===== config.mk =====
export PLATFORM = sky130hd
export DESIGN_NAME = tff_counter_ctrl
export DESIGN_NICKNAME = d
export VERILOG_FILES = /design/src/rtl/tff_ctrl_pkg.sv /design/src/rtl/tff_cell.sv /design/src/rtl/tff_counter_ctrl.sv
export SDC_FILE = /design/constraint.sdc
export NUM_CORES = 1
export LEC_CHECK = 0
export CORE_AREA = 2 2 60 62
export CTS_CLUSTER_DIAMETER = 120
export DETAILED_ROUTE_END_ITERATION = 16
export DIE_AREA = 0 0 62 64
export GPL_TIMING_DRIVEN = 0
export MAX_ROUTING_LAYER = met4
export PLACE_DENSITY_LB_ADDON = 0.05
export SYNTH_ARGS = -nofsm -noshare
export SYNTH_HDL_FRONTEND = slang
export SYNTH_HIERARCHICAL = 1
export SYNTH_SLANG_ARGS = --single-unit

===== constraint.sdc =====
create_clock -name clk -period 4.2 [get_ports clk]
set_clock_uncertainty 0.1 [all_clocks]
set_input_delay 0.42 -clock clk [delete_from_list [all_inputs] [get_ports clk]]
set_output_delay 0.42 -clock clk [all_outputs]
set_load 0.1 [all_outputs]

===== src/rtl/tff_ctrl_pkg.sv =====
// Shared definitions for the T-FF counter controller.
//   state_e    : controller FSM states
//   tog_sel_e  : which toggle vector the controller applies this cycle
//   tog_vec    : helper that builds the per-bit toggle vector for a selection
package tff_ctrl_pkg;

  typedef enum logic [1:0] {
    IDLE  = 2'd0,
    RUN   = 2'd1,
    PAUSE = 2'd2,
    DONE  = 2'd3
  } state_e;

  typedef enum logic [1:0] {
    HOLD   = 2'd0,
    INC    = 2'd1,
    DEC    = 2'd2,
    RELOAD = 2'd3
  } tog_sel_e;

  localparam int unsigned MAX_WIDTH = 16;

  // Toggle vector for a T-FF bank currently holding q. Only the low
  // 'width' bits are meaningful; upper bits stay zero.
  function automatic logic [MAX_WIDTH-1:0] tog_vec(
    input tog_sel_e              sel,
    input logic [MAX_WIDTH-1:0]  q,
    input logic [MAX_WIDTH-1:0]  start_val,
    input int unsigned           width
  );
    logic [MAX_WIDTH-1:0] t;
    logic                 all_one;
    logic                 all_zero;
    t        = '0;
    all_one  = 1'b1;
    all_zero = 1'b1;
    unique case (sel)
      HOLD:   t = '0;
      RELOAD: t = q ^ start_val;
      INC, DEC: begin
        // Bit i toggles when every lower bit is 1 (up) or 0 (down).
        for (int unsigned i = 0; i < MAX_WIDTH; i++) begin
          if (i < width) begin
            t[i] = (sel == INC) ? all_one : all_zero;
          end
          all_one  = all_one  & q[i];
          all_zero = all_zero & ~q[i];
        end
      end
      default: t = '0;
    endcase
    for (int unsigned i = 0; i < MAX_WIDTH; i++) begin
      if (i >= width) t[i] = 1'b0;
    end
    return t;
  endfunction

endpackage


===== src/rtl/tff_cell.sv =====
// Single T flip-flop with synchronous active-high reset.
//   clk   : rising-edge clock
//   reset : synchronous clear, active high
//   t     : toggle enable
//   q     : stored bit
//   qb    : complement of q
module tff_cell (
  input  logic clk,
  input  logic reset,
  input  logic t,
  output logic q,
  output logic qb
);

  logic q_q;

  always_ff @(posedge clk) begin
    if (reset) q_q <= 1'b0;
    else       q_q <= q_q ^ t;
  end

  assign q  = q_q;
  assign qb = ~q_q;

endmodule


===== src/rtl/tff_counter_ctrl.sv =====
// Sequencing controller for a bank of WIDTH T flip-flops forming a
// programmable modulo counter. The controller never loads the count
// directly; every change is expressed as a toggle vector on the bank.
//   clk, reset : clock, synchronous active-high reset
//   start      : begin a run (IDLE/DONE) or resume (PAUSE)
//   stop       : pause from RUN, abort to IDLE from PAUSE
//   up_dn      : count direction, latched on start from IDLE/DONE
//   one_shot   : stop at terminal (1) or wrap (0), latched with up_dn
//   mod_val    : terminal/reload value, latched with up_dn
//   count      : T-FF bank outputs
//   tc         : terminal count flag (RUN and count == term_val)
//   busy       : RUN or PAUSE
//   done       : DONE
module tff_counter_ctrl
  import tff_ctrl_pkg::*;
#(
  parameter int unsigned WIDTH = 4
) (
  input  logic             clk,
  input  logic             reset,
  input  logic             start,
  input  logic             stop,
  input  logic             up_dn,
  input  logic             one_shot,
  input  logic [WIDTH-1:0] mod_val,
  output logic [WIDTH-1:0] count,
  output logic             tc,
  output logic             busy,
  output logic             done
);

  state_e             state_q, state_d;
  logic               up_q, up_d;
  logic               os_q, os_d;
  logic [WIDTH-1:0]   mod_q, mod_d;
  tog_sel_e           sel;
  logic [WIDTH-1:0]   tog;
  logic [WIDTH-1:0]   start_val;
  logic [WIDTH-1:0]   term_val;
  logic               at_term;

  logic [MAX_WIDTH-1:0] q_ext, sv_ext, tog_ext;

  always_ff @(posedge clk) begin
    if (reset) begin
      state_q <= IDLE;
      up_q    <= 1'b0;
      os_q    <= 1'b0;
      mod_q   <= '0;
    end else begin
      state_q <= state_d;
      up_q    <= up_d;
      os_q    <= os_d;
      mod_q   <= mod_d;
    end
  end

  assign term_val = up_q ? mod_q : '0;
  assign at_term  = (count == term_val);

  always_comb begin
    state_d = state_q;
    up_d    = up_q;
    os_d    = os_q;
    mod_d   = mod_q;
    sel     = HOLD;
    unique case (state_q)
      IDLE, DONE: begin
        if (start) begin
          up_d    = up_dn;
          os_d    = one_shot;
          mod_d   = mod_val;
          sel     = RELOAD;
          state_d = RUN;
        end
      end
      RUN: begin
        if (stop) begin
          state_d = PAUSE;
        end else if (at_term) begin
          if (os_q) state_d = DONE;
          else      sel     = RELOAD;
        end else begin
          sel = up_q ? INC : DEC;
        end
      end
      PAUSE: begin
        if (stop)       state_d = IDLE;
        else if (start) state_d = RUN;
      end
      default: state_d = IDLE;
    endcase
  end

  // Reload from IDLE/DONE must use the values being latched this cycle,
  // so start_val comes from the next-state latch values (equal to the
  // current ones on a RUN wrap).
  assign start_val = up_d ? '0 : mod_d;

  always_comb begin
    q_ext            = '0;
    sv_ext           = '0;
    q_ext[WIDTH-1:0]  = count;
    sv_ext[WIDTH-1:0] = start_val;
    tog_ext          = tog_vec(sel, q_ext, sv_ext, WIDTH);
    tog              = tog_ext[WIDTH-1:0];
  end

  for (genvar i = 0; i < WIDTH; i++) begin : g_bank
    tff_cell u_cell (
      .clk   (clk),
      .reset (reset),
      .t     (tog[i]),
      .q     (count[i]),
      .qb    ()
    );
  end

  assign tc   = (state_q == RUN) && at_term;
  assign busy = (state_q == RUN) || (state_q == PAUSE);
  assign done = (state_q == DONE);

endmodule


==> out/qor.txt <==
OUTCOME
---------------------------------------------------------------------------
Result of the run                                              complete, no violations

STA
---------------------------------------------------------------------------
Count of endpoints failing hold in the final timing report                0
Worst relative slew slack                                             35.2%
Setup repair after global routing missed its margin                      no
Count of final max-slew check failures                                    0
Highest achievable clock rate                                     0.288 GHz
Setup tns final                                                        0 ns
Slew of the pin with the lowest slew margin                        0.969 ns
Setup slack of the critical path after layout                      0.733 ns
Final setup violation count                                               0
Final critical-path share of the clock period                         82.5%
Final critical path time including I/O delays and setup             3.47 ns

SYNTHESIS
---------------------------------------------------------------------------
Combined area of all synthesized cells                            938 sq um
Mean cell area of the mapped netlist                             7.76 sq um
Total number of yosys warnings                                            6
Cells after synthesis                                                   121
Synthesized Nets                                                        137

FLOORPLANNING
---------------------------------------------------------------------------
Total number of placement rows                                           21
Number of primary I/O pins                                               17
Die area                                                         3970 sq um
Horizontal die dimension                                              62 um
Vertical die dimension                                                64 um
Core Area                                                        3280 sq um
Initial cell density of the core                                      28.6%

PLACED DESIGN
---------------------------------------------------------------------------
Worst setup slack after placement                                  0.751 ns
Total cell area at the placement stage                           1160 sq um
Estimated wirelength of the detail-placed design                    1.80 mm
Global placement routability congestion                               0.823
Count of port buffers added during placement                             16

CRITICAL PATH
---------------------------------------------------------------------------
Arr. time, crit path                                                3.55 ns
Type of element capturing the critical path                            flop
Maximum net fanout on the critical path                                  10
Critical Path RT                                                    4.28 ns
CP cell instances                                              inv_1, ha_1, clkbuf_1, and2_1, clkbuf_1, nor2_1, a221o_1, ha_1, or4_1, a21oi_1, a21oi_1, nor2_1, xnor2_1, nor2_1
Critical-path top delay cell                                   sky130_fd_sc_hd__or4_1
Kind of critical path                                          flop to flop
Critical path's most frequent cell                             sky130_fd_sc_hd__nor2_1
Largest stage delay on the critical path                            0.43 ns
Sort of element at the start of the critical path                      flop

POWER
---------------------------------------------------------------------------
Static Leakage                                                  0.000469 uW
Clock network fraction of design power                                12.3%
Highest ir drop seen on vdd                                          220 uV
Part of the total power dissipated in combinational logic             66.1%
PD cells                                                        669 nW/um^2
Net Sw Frac                                                           52.0%
Design internal power                                                384 uW
Final Total Pwr                                                      798 uW
Sequential share of power                                             21.6%
Switching Power                                                      415 uW

FINAL LAYOUT
---------------------------------------------------------------------------
Count of inserted antenna diode cells                                     0
Post-layout nets                                                        158
Fraction of final layout cells sized beyond drive strength 1          6.38%
Post-layout utilization of the core                                   36.3%
Final Instance Area                                              1190 sq um
Relative area change from synthesis to final layout                   27.1%

CLOCK NETWORK
---------------------------------------------------------------------------
Clock tree from TritonCTS                                               yes
Post-CTS Resized                                                          0
Sink count of the clock tree                                             12
Count of H-tree levels built during CTS                                   1
Number of buffers added by the clock tree synthesis step                  3
Clk Latency, worst-skew pair                                        0.28 ns
Clock Pin Slew Worst Setup and Hold Paths                           0.09 ns
Maximum clock path buffer count                                           2
# hold bufs at CTS                                                        0
Master cell of the clock root buffer                           sky130_fd_sc_hd__clkbuf_4
Post-CTS setup repair buffer count                                        0

GRT
---------------------------------------------------------------------------
Largest net degree at the start of global routing                        11
Initial antenna violation count                                           0
Wire length of the first global-routing pass                        3.72 mm
GRT Util Overall                                                      12.9%
Total congestion overflow after global routing                            0
Vias in the first global route                                          814

ROUTE
---------------------------------------------------------------------------
Total via count after detailed routing                                  895
Initial detailed-routing violation count                                 21
Via density                                                            4.79
Total iterations of the first detailed-routing run                        4
Wire length per cell                                                12.7 um
Number of nets with antenna violations after routing                      0
Total detailed-routing wirelength                                   2.37 mm
DRC violation count after routing                                         0

HOLD PATH
---------------------------------------------------------------------------
Path category of the worst min-delay check                     flop to flop

FLOW RUN
---------------------------------------------------------------------------
Number of maximum-capacitance constraint violations                       0

[critical path: cells and delay by family, from the launching register on]
kind	cells	cell delay (ns)
DFF	1	0.40
and+or+nand+nor	5	0.93
AOI/OAI and AO/OA	3	0.59
buffers and inverters	3	0.71
adders and majority gates	2	0.51
xor gates and xnor gates	1	0.13
[path summary, 6_finish.rpt]
kind | from | to | slack [ns] | depth (start not counted)
max | state_q[0] | g_bank[3].u_cell/q | 0.73 | 14
min | os_q | os_q | 0.36 | 2
max reg2reg | state_q[0] | g_bank[3].u_cell/q | 0.73 | 14
min reg2reg | os_q | os_q | 0.36 | 2
[per-layer routing]
| metal | vias to the layer above | GRT usage [%] | wire length (um) | share of wire, % |
|---|---|---|---|---|
| met5 | - | - | 0 | 0 |
| li1 | 470 | - | - | - |
| met3 | 2 | 4.25 | 90 | 3.8 |
| met2 | 18 | 20.1 | 1100 | 46 |
| met4 | 0 | 2.39 | 18 | 0.76 |
| met1 | 405 | 16.3 | 1160 | 49 |
[power groups by stage]
stage | Clock [uW] | Combinational [uW] | Sequential, uW
detailed placement | 0 | 528 | 176
floorplan | 0 | 325 | 271
CTS | 106 | 530 | 173
finish | 98.1 | 528 | 173
global route | 109 | 569 | 178
global placement | 0 | 526 | 175
[stage by stage]
step                hold slack [ns]  cells
finish                        0.362    187
global route                  0.401    187
CTS                           0.370    187
detailed placement            0.356    183
global placement              0.348    183
floorplan                     0.336    121
[registers in the layout (all words and copies together), names as in the netlist]
register	count
os_q	1
up_q	1
mod_q	4
g_bank.u_cell/q	4
state_q	2
[cell usage in the layout (no fill, tap or decap), drive strengths merged]
master,count
or3,1
a2bb2oi,1
xor2,3
dfxtp,12
a221o,2
o22a,1
clkbuf,7
o211ai,2
o31ai,2
nand2,15
a21oi,13
or4,1
and4bb,1
xnor2,8
clkdlybuf4s50,16
buf,4
nor2,15
ha,6
a22o,1
and4b,4
inv,8
a31oi,4
and2,1
o22ai,1
nand3,3
a221oi,3
nand4b,1
o21ai,2
or2,1
o32ai,1
nand4,1
[area by class of cell]
cell class	count	area, sq um
buffer	7	45.0
inverter	8	30.0
tap	46	57.6
fill	378	2090
multi-input combinational	94	623
sequential	12	240
timing repair buffer	16	160
clock buffer	4	36.3
Note: power is estimated with default switching activity, not from simulation.
